`config.mk`:
```
export PLATFORM = sky130hd
export DESIGN_NAME = uart_mode_ctrl
export DESIGN_NICKNAME = d
export VERILOG_FILES = /design/src/rtl/uart_mode_ctrl_pkg.sv /design/src/rtl/uart_mode_ctrl_sw.sv /design/src/rtl/uart_mode_ctrl.sv
export SDC_FILE = /design/constraint.sdc
export NUM_CORES = 1
export LEC_CHECK = 0
export ABC_CLOCK_PERIOD_IN_PS = 5700
export CAP_MARGIN = 25
export CELL_PAD_IN_SITES_DETAIL_PLACEMENT = 0
export CELL_PAD_IN_SITES_GLOBAL_PLACEMENT = 2
export CORE_UTILIZATION = 41
export CTS_CLUSTER_SIZE = 25
export DETAILED_ROUTE_END_ITERATION = 8
export GPL_TIMING_DRIVEN = 0
export PLACE_DENSITY = 0.86
export SLEW_MARGIN = 20
export SYNTH_ARGS = -nofsm -noshare
export SYNTH_HDL_FRONTEND = slang
export SYNTH_SLANG_ARGS = --single-unit
```
`constraint.sdc`:
```
create_clock -name src_clk -period 5.7 [get_ports src_clk]
set_clock_uncertainty 0.2 [all_clocks]
set_input_delay 0.57 -clock src_clk [delete_from_list [all_inputs] [get_ports src_clk]]
set_output_delay 0.57 -clock src_clk [all_outputs]
set_load 0.1 [all_outputs]
```
`src/rtl/uart_mode_ctrl_pkg.sv`:
```
// Shared constants for the UART mode controller: baud encodings, baud rates,
// FSM state encodings and the debounced-switch reset pattern.
package uart_mode_ctrl_pkg;

    localparam logic [1:0] BAUD_SEL_9600   = 2'b00;
    localparam logic [1:0] BAUD_SEL_57600  = 2'b01;
    localparam logic [1:0] BAUD_SEL_115200 = 2'b10;
    localparam logic [1:0] BAUD_SEL_230400 = 2'b11;

    localparam int BAUD_RATE_9600   = 32'd9600;
    localparam int BAUD_RATE_57600  = 32'd57600;
    localparam int BAUD_RATE_115200 = 32'd115200;
    localparam int BAUD_RATE_230400 = 32'd230400;

    localparam logic [1:0] ST_IDLE   = 2'd0;
    localparam logic [1:0] ST_PEND   = 2'd1;
    localparam logic [1:0] ST_APPLY  = 2'd2;
    localparam logic [1:0] ST_SETTLE = 2'd3;

    // Debounced switches come out of reset as mode=0, baud select=01.
    localparam logic [2:0] SW_RESET_VAL = 3'b010;

endpackage

```
`src/rtl/uart_mode_ctrl_sw.sv`:
```
// Single-switch debouncer: 2-flop synchronizer followed by a stability counter.
module sw_debounce #(
    parameter int   DEBOUNCE_MAX = 50_000,
    parameter logic RESET_VAL    = 1'b0
) (
    input  logic src_clk,
    input  logic rst_n,
    input  logic sw_raw,
    output logic sw_db
);

    localparam int CNT_W = (DEBOUNCE_MAX > 1) ? $clog2(DEBOUNCE_MAX) : 1;
    localparam logic [CNT_W-1:0] CNT_LAST = CNT_W'(DEBOUNCE_MAX - 1);

    logic             sync1_r;
    logic             sync2_r;
    logic             db_r;
    logic [CNT_W-1:0] cnt_r;

    // Synchronize the raw switch and accept it once stable for DEBOUNCE_MAX cycles.
    always_ff @(posedge src_clk or negedge rst_n) begin
        if (!rst_n) begin
            sync1_r <= RESET_VAL;
            sync2_r <= RESET_VAL;
            db_r    <= RESET_VAL;
            cnt_r   <= '0;
        end else begin
            sync1_r <= sw_raw;
            sync2_r <= sync1_r;
            if (sync2_r == db_r) begin
                cnt_r <= '0;
            end else if (cnt_r == CNT_LAST) begin
                db_r  <= sync2_r;
                cnt_r <= '0;
            end else begin
                cnt_r <= cnt_r + CNT_W'(1);
            end
        end
    end

    assign sw_db = db_r;

endmodule

```
`src/rtl/uart_mode_ctrl.sv`:
```
// UART configuration controller: debounces the mode switches and applies
// baud/direction changes only between frames, followed by a settle window.
module uart_mode_ctrl
    import uart_mode_ctrl_pkg::*;
#(
    parameter int CLK_HZ        = 50_000_000,
    parameter int DIV_W         = 16,
    parameter int DEBOUNCE_MAX  = 50_000,
    parameter int SETTLE_CYCLES = 16
) (
    input  logic             src_clk,
    input  logic             rst_n,
    input  logic [2:0]       switches,
    input  logic             tx_busy,
    input  logic             rx_busy,
    output logic [1:0]       baud_sel,
    output logic [DIV_W-1:0] baud_div,
    output logic             data_dir,
    output logic             mode_locked,
    output logic             uart_hold,
    output logic             cfg_update
);

    localparam logic [DIV_W-1:0] DIV_9600   = DIV_W'(CLK_HZ / BAUD_RATE_9600);
    localparam logic [DIV_W-1:0] DIV_57600  = DIV_W'(CLK_HZ / BAUD_RATE_57600);
    localparam logic [DIV_W-1:0] DIV_115200 = DIV_W'(CLK_HZ / BAUD_RATE_115200);
    localparam logic [DIV_W-1:0] DIV_230400 = DIV_W'(CLK_HZ / BAUD_RATE_230400);

    localparam int SC_W = (SETTLE_CYCLES > 1) ? $clog2(SETTLE_CYCLES) : 1;
    localparam logic [SC_W-1:0] SETTLE_LOAD = SC_W'(SETTLE_CYCLES - 1);

    logic [2:0]       sw_db_s;
    logic [1:0]       tgt_baud_s;
    logic             tgt_dir_s;
    logic [DIV_W-1:0] tgt_div_s;
    logic             cfg_diff_s;

    logic [1:0]       state_r;
    logic [SC_W-1:0]  settle_cnt_r;
    logic [1:0]       baud_sel_r;
    logic [DIV_W-1:0] baud_div_r;
    logic             data_dir_r;
    logic             uart_hold_r;
    logic             cfg_update_r;

    for (genvar i = 0; i < 3; i++) begin : g_db
        sw_debounce #(
            .DEBOUNCE_MAX (DEBOUNCE_MAX),
            .RESET_VAL    (SW_RESET_VAL[i])
        ) u_sw_debounce (
            .src_clk (src_clk),
            .rst_n   (rst_n),
            .sw_raw  (switches[i]),
            .sw_db   (sw_db_s[i])
        );
    end

    // Locked mode freezes the baud and lets SW1 steer direction; unlocked is the reverse.
    always_comb begin
        tgt_baud_s = baud_sel_r;
        tgt_dir_s  = data_dir_r;
        if (sw_db_s[0]) begin
            tgt_baud_s = baud_sel_r;
            tgt_dir_s  = sw_db_s[1];
        end else begin
            tgt_baud_s = sw_db_s[2:1];
            tgt_dir_s  = data_dir_r;
        end
        cfg_diff_s = (tgt_baud_s != baud_sel_r) || (tgt_dir_s != data_dir_r);
    end

    // Divisor lookup for the target baud select.
    always_comb begin
        tgt_div_s = DIV_57600;
        case (tgt_baud_s)
            BAUD_SEL_9600:   tgt_div_s = DIV_9600;
            BAUD_SEL_57600:  tgt_div_s = DIV_57600;
            BAUD_SEL_115200: tgt_div_s = DIV_115200;
            BAUD_SEL_230400: tgt_div_s = DIV_230400;
            default:         tgt_div_s = DIV_57600;
        endcase
    end

    // Change-sequencing FSM: stall frames, wait for idle UART, apply, settle.
    always_ff @(posedge src_clk or negedge rst_n) begin
        if (!rst_n) begin
            state_r      <= ST_IDLE;
            settle_cnt_r <= '0;
            baud_sel_r   <= BAUD_SEL_57600;
            baud_div_r   <= DIV_57600;
            data_dir_r   <= 1'b0;
            uart_hold_r  <= 1'b0;
            cfg_update_r <= 1'b0;
        end else begin
            cfg_update_r <= 1'b0;
            case (state_r)
                ST_IDLE: begin
                    if (cfg_diff_s) begin
                        state_r     <= ST_PEND;
                        uart_hold_r <= 1'b1;
                    end else begin
                        uart_hold_r <= 1'b0;
                    end
                end
                ST_PEND: begin
                    if (!cfg_diff_s) begin
                        state_r     <= ST_IDLE;
                        uart_hold_r <= 1'b0;
                    end else if (!tx_busy && !rx_busy) begin
                        state_r <= ST_APPLY;
                    end else begin
                        state_r <= ST_PEND;
                    end
                end
                ST_APPLY: begin
                    baud_sel_r   <= tgt_baud_s;
                    baud_div_r   <= tgt_div_s;
                    data_dir_r   <= tgt_dir_s;
                    cfg_update_r <= 1'b1;
                    settle_cnt_r <= SETTLE_LOAD;
                    state_r      <= ST_SETTLE;
                end
                ST_SETTLE: begin
                    if (settle_cnt_r == '0) begin
                        state_r     <= ST_IDLE;
                        uart_hold_r <= 1'b0;
                    end else begin
                        settle_cnt_r <= settle_cnt_r - SC_W'(1);
                    end
                end
                default: begin
                    state_r     <= ST_IDLE;
                    uart_hold_r <= 1'b0;
                end
            endcase
        end
    end

    assign baud_sel    = baud_sel_r;
    assign baud_div    = baud_div_r;
    assign data_dir    = data_dir_r;
    assign mode_locked = sw_db_s[0];
    assign uart_hold   = uart_hold_r;
    assign cfg_update  = cfg_update_r;

endmodule

```
==> impl_metrics.ini, run 1 <==
[drt]
wl_mm = 7.054
first_iter_violations = 65
via_per_inst = 5.181
vias = 2627
wl_per_cell_um = 13.91
drc_errors = 0
drt_pass1_iterations = 6
ant_nets = 0

[yosys]
synth_cells = 354
avgSynthCellArea_sq_um = 10.64
ys_seq_area_share_pct = 50.75
synthAdderAreaFrac_pct = 4.985
synthSimpleGateAreaFrac_pct = 21.60
synthMuxAreaShare_pct = 4.586
synth_compound_area_share_pct = 4.619
synthFlopType = dfrtp_1
async_reset_ff_share_pct = 100.0
synth_seq_cells = 76
yosys.cell_types.count = 47
synth-xor-area-share_pct = 9.538
synth_top_family_by_area = simple AND/OR/NAND/NOR gates
synth_edf_count = 0
syn_area_sq_um = 3765
yosys_warnings = 0

[placement]
placed_area_sq_um = 4177
portBuffers = 24
gp_congestion = 0.7444
dp_hpwl_mm = 4.931
place_inst = 490

[min_path]
worstHoldPathType = flip-flop to flip-flop

[clock_network]
cts_root_buffer = clkbuf_8
clock_path_buffers = 2
cts_num_sinks = 76
cts_buffers = 9
clk_pin_slew_ps = 90
worstSkewPairLatency_ps = 340
h-tree-depth = 3
cts_setup_buffers = 0
cts_tree = yes

[setup_path]
required_ps = 4930
crit_arrival_ps = 2120
crit_type = flip-flop to primary output
end_kind = primary output
cp-start-kind = flip-flop
crit_path_max_fanout = 3

[floorplan]
die_w_um = 97.83
initial_core_util_pct = 42.75
core_area_sq_um = 8806
die_h_um = 97.83
fp.dieArea_sq_um = 9570
io_pins = 29
rows = 34

[sta]
timing.max_slew.rel_slack_pct = 33.18
setup_violations = 0
final_max_slew_viol_count = 0
hold_viol_final = 0
tns_ps = 0
finalCriticalPeriod_ps = 2888
rsz0062_at_grt = no
fmax_ghz = 0.3462
worst_pin_slew_ps = 999.2
min_period_over_period_pct = 50.67

[power_and_ir_drop]
ir_worst_vdd_mv = 0.2185
p_int_mw = 0.9399
seqPwrFrac_pct = 41.8
power_density_nw_per_um2 = 344.3
switching_share_pct = 37.65
p_switching_mw = 0.5676
power_frac_comb_pct = 31.2
power_mw = 1.507
power_leakage_nw = 1.884
power.share.clock_pct = 27.0

[run_status]
status = complete, no violations

[finish]
layout-drive-gt1-share_pct = 13.03
n_antenna_cell = 0
final_cell_count_no_fill = 507
area_delta_synth_final_pct = 16.28
final_nets = 416
fin_area_sq_um = 4378
final_common_cell = dfrtp_1
final_util_pct = 49.72
mostFrequentLayoutCells = 69 x dfrtp_1, 44 x nor2_1, 23 x clkdlybuf4s50_1

[run]
maxCapViolCount = 0

[global_routing]
grt_max_degree = 50
grtUsageTotal_pct = 16.06
grt_overflow = 0
antenna_found_initial = 0
grt_pass1_wl_mm = 12.38
grt_pass1_vias = 2627
## sequential cells by signal (all words and copies together), names as in the netlist, named ones only
register                    cells
g_db.u_sw_debounce.cnt_r       48
baud_div                        8
settle_cnt_r                    4
g_db.u_sw_debounce.sw_db        3
g_db.u_sw_debounce.sync1_r      3
g_db.u_sw_debounce.sync2_r      3
baud_sel                        2
cfg_update                      1
data_dir                        1
state_r                         1
uart_hold                       1
## path summary, 6_finish.rpt
path / startpoint / to / slack (ps) / cells after the start
worst max-delay path: baud_div[8]$_DFFE_PN1P_ / baud_div[8] / 2810 / 2
worst min-delay path: g_db[2].u_sw_debounce.sync1_r$_DFF_PN0_ / g_db[2].u_sw_debounce.sync2_r$_DFF_PN0_ / 160 / 0
worst max register to register: g_db[0].u_sw_debounce.sw_db$_DFFE_PN0P_ / baud_div[0]$_DFFE_PN0P_ / 3450 / 5
worst min register to register: g_db[2].u_sw_debounce.sync1_r$_DFF_PN0_ / g_db[2].u_sw_debounce.sync2_r$_DFF_PN0_ / 160 / 0
max in group asynchronous: rst_n / g_db[1].u_sw_debounce.sync2_r$_DFF_PN1_ / 4190 / 3
min in group asynchronous: rst_n / g_db[0].u_sw_debounce.cnt_r[12]$_DFF_PN0_ / 490 / 2
## metrics by stage
| stage | hold slack (ps) | worst slack [ps] |
|---|---|---|
| after floorplan | 74.41 | 3137 |
| after global placement | 132.5 | 1138 |
| after detailed placement | 138.1 | 3187 |
| after CTS | 158.8 | 2790 |
| after global routing | 164.6 | 2748 |
| final | 155.0 | 2812 |
## area by class of cell
| cell class | instances | area [sq um] |
|---|---|---|
| Inverter | 14 | 52.55 |
| Tap cell | 108 | 135.1 |
| Multi-Input combinational cell | 251 | 1722 |
| Fill cell | 844 | 4428 |
| Clock buffer | 10 | 127.6 |
| Timing Repair Buffer | 26 | 275.3 |
| Sequential cell | 76 | 1911 |
| Clock inverter | 6 | 63.81 |
| Buffer | 16 | 91.34 |
## worst max-delay path, stage by stage (launching register included)
cell,delay [ps]
dfstp_2,550
buf_4,100
clkdlybuf4s50_1,1120
## layer usage
layer	GRT usage, %	share of wire [%]	vias to the layer above	wire (um)
met3	5.011	3.2	5	226
li1	-	-	1311	-
met1	22.08	50	1272	3556
met5	0	0	-	0
met2	24.86	46	39	3218
met4	3.613	0.75	0	53
## synthesized netlist by cell type, types with 2 or more instances
library cell	instances	share of area, %
mux2_2	10	3.0
nor3_1	10	1.3
o21ai_0	6	0.80
and4_1	3	0.70
nor4_1	4	0.66
mux2i_1	6	1.6
xnor2_1	21	4.9
nor4b_1	3	0.70
dfstp_2	7	4.9
nor2_1	44	4.4
nand4_1	16	2.7
nor4bb_1	4	1.1
a21oi_1	11	1.5
or3_1	4	0.66
or4_1	3	0.60
o31ai_1	2	0.40
and3_1	11	1.8
dfrtp_1	69	46
ha_1	15	5.0
clkbuf_1	7	0.70
nand2_1	18	1.8
xor2_1	20	4.7
nand3_1	16	2.1
buf_4	8	1.6
inv_1	14	1.4
## timing repair
action                                 CTS  global route
resized for setup                        0             0
endpoints found under the hold margin   26             0
hold buffers                             1             0
## cells by family (layout without fill, tap and decap cells)
| group | Yosys count | after routing |
|---|---|---|
| buffers and inverters | 30 | 72 |
| AO/OA/AOI/OAI | 27 | 27 |
| adder cells (fa/ha/maj) | 15 | 15 |
| AND/OR/NAND/NOR | 148 | 148 |
| XOR/XNOR | 41 | 41 |
| flip-flops | 76 | 76 |
| other | 1 | 4 |
| multiplexers | 16 | 16 |
## power by group through the flow
stage,logic (mW),clock network (mW),registers (mW)
floorplan,0.223,0,0.775
CTS,0.474,0.419,0.631
detailed placement,0.474,0,0.640
global route,0.506,0.444,0.639
global placement,0.462,0,0.640
finish,0.471,0.406,0.630
(Power assumes the default switching activity.)
==> inputs of run 2 (changes only) <==
ABC_CLOCK_PERIOD_IN_PS = 2500   (was 5700)
CORE_UTILIZATION = 35   (was 41)
PLACE_DENSITY = 0.78   (was 0.86)
clock period = 2.5 ns   (was 5.7 ns; I/O delays follow)
==> run 2 against run 1 <==
Compared with the run above: sequential power up 130%; total power is 120% higher; sequential share of layout area is 0.16 points lower; clock-buffer cell count is the same; cell count grew 5.3%.
==> impl_metrics.ini, run 2 (synthesis results as in run 1) <==
[setup_path]
cp_slowest_stage_delay_ps = 1110
r2r_slack_ps = 280
end_kind = primary output
path_cells = buf_4 -> clkdlybuf4s50_1
cp-start-kind = flip-flop
r2r-start = settle_cnt_r[0]$_DFFE_PN0P_
crit_type = flip-flop to primary output
worstRegToRegCells = 6
cp_slowest_cell = clkdlybuf4s50_1
timing.rr.end = state_r[0]$_DFFE_PN0P_
crit_path_max_fanout = 3
crit_arrival_ps = 1970
required_ps = 2050

[drt]
drt_pass1_iterations = 4
via_per_inst = 4.927
ant_nets = 0
wl_mm = 7.116
vias = 2631
first_iter_violations = 76
drc_errors = 0
wl_per_cell_um = 13.33

[clock_network]
cts_buffers = 9
clock_path_buffers = 2
clk_pin_slew_ps = 80
cts_root_buffer = clkbuf_8
cts_tree = yes
h-tree-depth = 3
cts_num_sinks = 76
cts_setup_buffers = 0
worstSkewPairLatency_ps = 360

[global_routing]
grt_pass1_vias = 2660
grtUsageTotal_pct = 14.30
grt_max_degree = 57
grt_pass1_wl_mm = 12.59
grt_overflow = 0
antenna_found_initial = 0

[sta]
min_period_over_period_pct = 96.71
finalCriticalPeriod_ps = 2418
rsz0062_at_grt = no
setup_violations = 0
timing.max_slew.rel_slack_pct = 34.64
worst_pin_slew_ps = 977.4
holdWs_ps = 91.28
fmax_ghz = 0.4136
final_max_slew_viol_count = 0
hold_viol_final = 0

[finish]
largest_register_ffs = 48
layout-drive-gt1-share_pct = 13.57
n_antenna_cell = 0
regMostFlops = g_db.u_sw_debounce.cnt_r
final_cell_count_no_fill = 534
final_nets = 415
mostFrequentLayoutCells = 68 x dfrtp_1, 44 x nor2_1, 21 x xnor2_1
final_common_cell = dfrtp_1
area_delta_synth_final_pct = 16.78

[floorplan]
fp.dieArea_sq_um = 11180
rows = 37
core_area_sq_um = 10370
io_pins = 29
initial_core_util_pct = 36.31
die_h_um = 105.7
die_w_um = 105.7

[run_status]
status = complete, no violations

[min_path]
hold_path_depth = 1
hp-start = switches[1]
worstHoldPathType = input port to flip-flop
worstHoldEndpoint = g_db[1].u_sw_debounce.sync1_r$_DFF_PN1_

[placement]
place_inst = 518
gp_congestion = 0.7529
portBuffers = 24
dp_hpwl_mm = 4.923

[power_and_ir_drop]
power_leakage_nw = 1.896
ir_worst_vdd_mv = 0.7307
power_mw = 3.372
power_density_nw_per_um2 = 767.0

[run]
maxCapViolCount = 0
run 2: cell type report:
cell class              instances  area, sq um
fillers                      1035         5973
flip-flops and latches         76         1912
multi-input cells             251         1722
repair buffers                 26        266.5
well taps                     136        170.2
clock buffers                  10        137.6
plain buffers                  15        87.58
inverters                      14        52.55
clock inverters                 6        48.80
run 2: what timing repair did:
| item | CTS | global route |
|---|---|---|
| hold buffers | 1 | 0 |
| endpoints found under the hold margin | 69 | 0 |
| endpoints found under the setup margin | 7 | 1 |
| resized for setup | 7 | 0 |
run 2: through the flow:
step	util, %	TNS [ps]	area [sq um]	setup WS (ps)
finish	42.40	0	4397	82.25
global route	42.40	0	4397	37.09
CTS	42.43	0	4400	46.06
detailed placement	40.63	0	4213	272.9
global placement	40.38	-133970	4188	-2148
floorplan	-	0	3777	134.3
run 2: worst max path at each step:
stage	startpoint	end	slack [ps]	depth (start not counted)
6_report	baud_div[10]$_DFFE_PN0P_	baud_div[12]	80	2
5_1_grt	baud_div[10]$_DFFE_PN0P_	baud_div[12]	40	2
4_1_cts	baud_div[10]$_DFFE_PN0P_	baud_div[12]	50	2
3_5_place_dp	g_db[0].u_sw_debounce.sw_db$_DFFE_PN0P_	baud_div[0]$_DFFE_PN0P_	270	5
3_3_place_gp	rst_n	g_db[0].u_sw_debounce.sw_db$_DFFE_PN0P_	-2150	1
2_1_floorplan	baud_sel[1]$_DFFE_PN0P_	state_r[0]$_DFFE_PN0P_	130	4
run 2: report_power, final:
group / total [mW] / internal, mW / switching [mW]
sequential: 1.43 / 1.34 / 0.0917
clock: 0.886 / 0.394 / 0.492
combinational: 1.05 / 0.323 / 0.729
total: 3.37 / 2.06 / 1.31
run 2: critical path: cells and delay by family, from the launching register on:
| kind | cells | cell delay, ps |
|---|---|---|
| buffers and inverters | 2 | 1220 |
| DFF | 1 | 380 |
run 2: metal layers:
layer / GRT usage [%] / share of wire, %
met5: 0 / 0
met4: 8.333 / 2.5
met3: 2.783 / 3.0
met2: 21.38 / 45
met1: 19.22 / 50
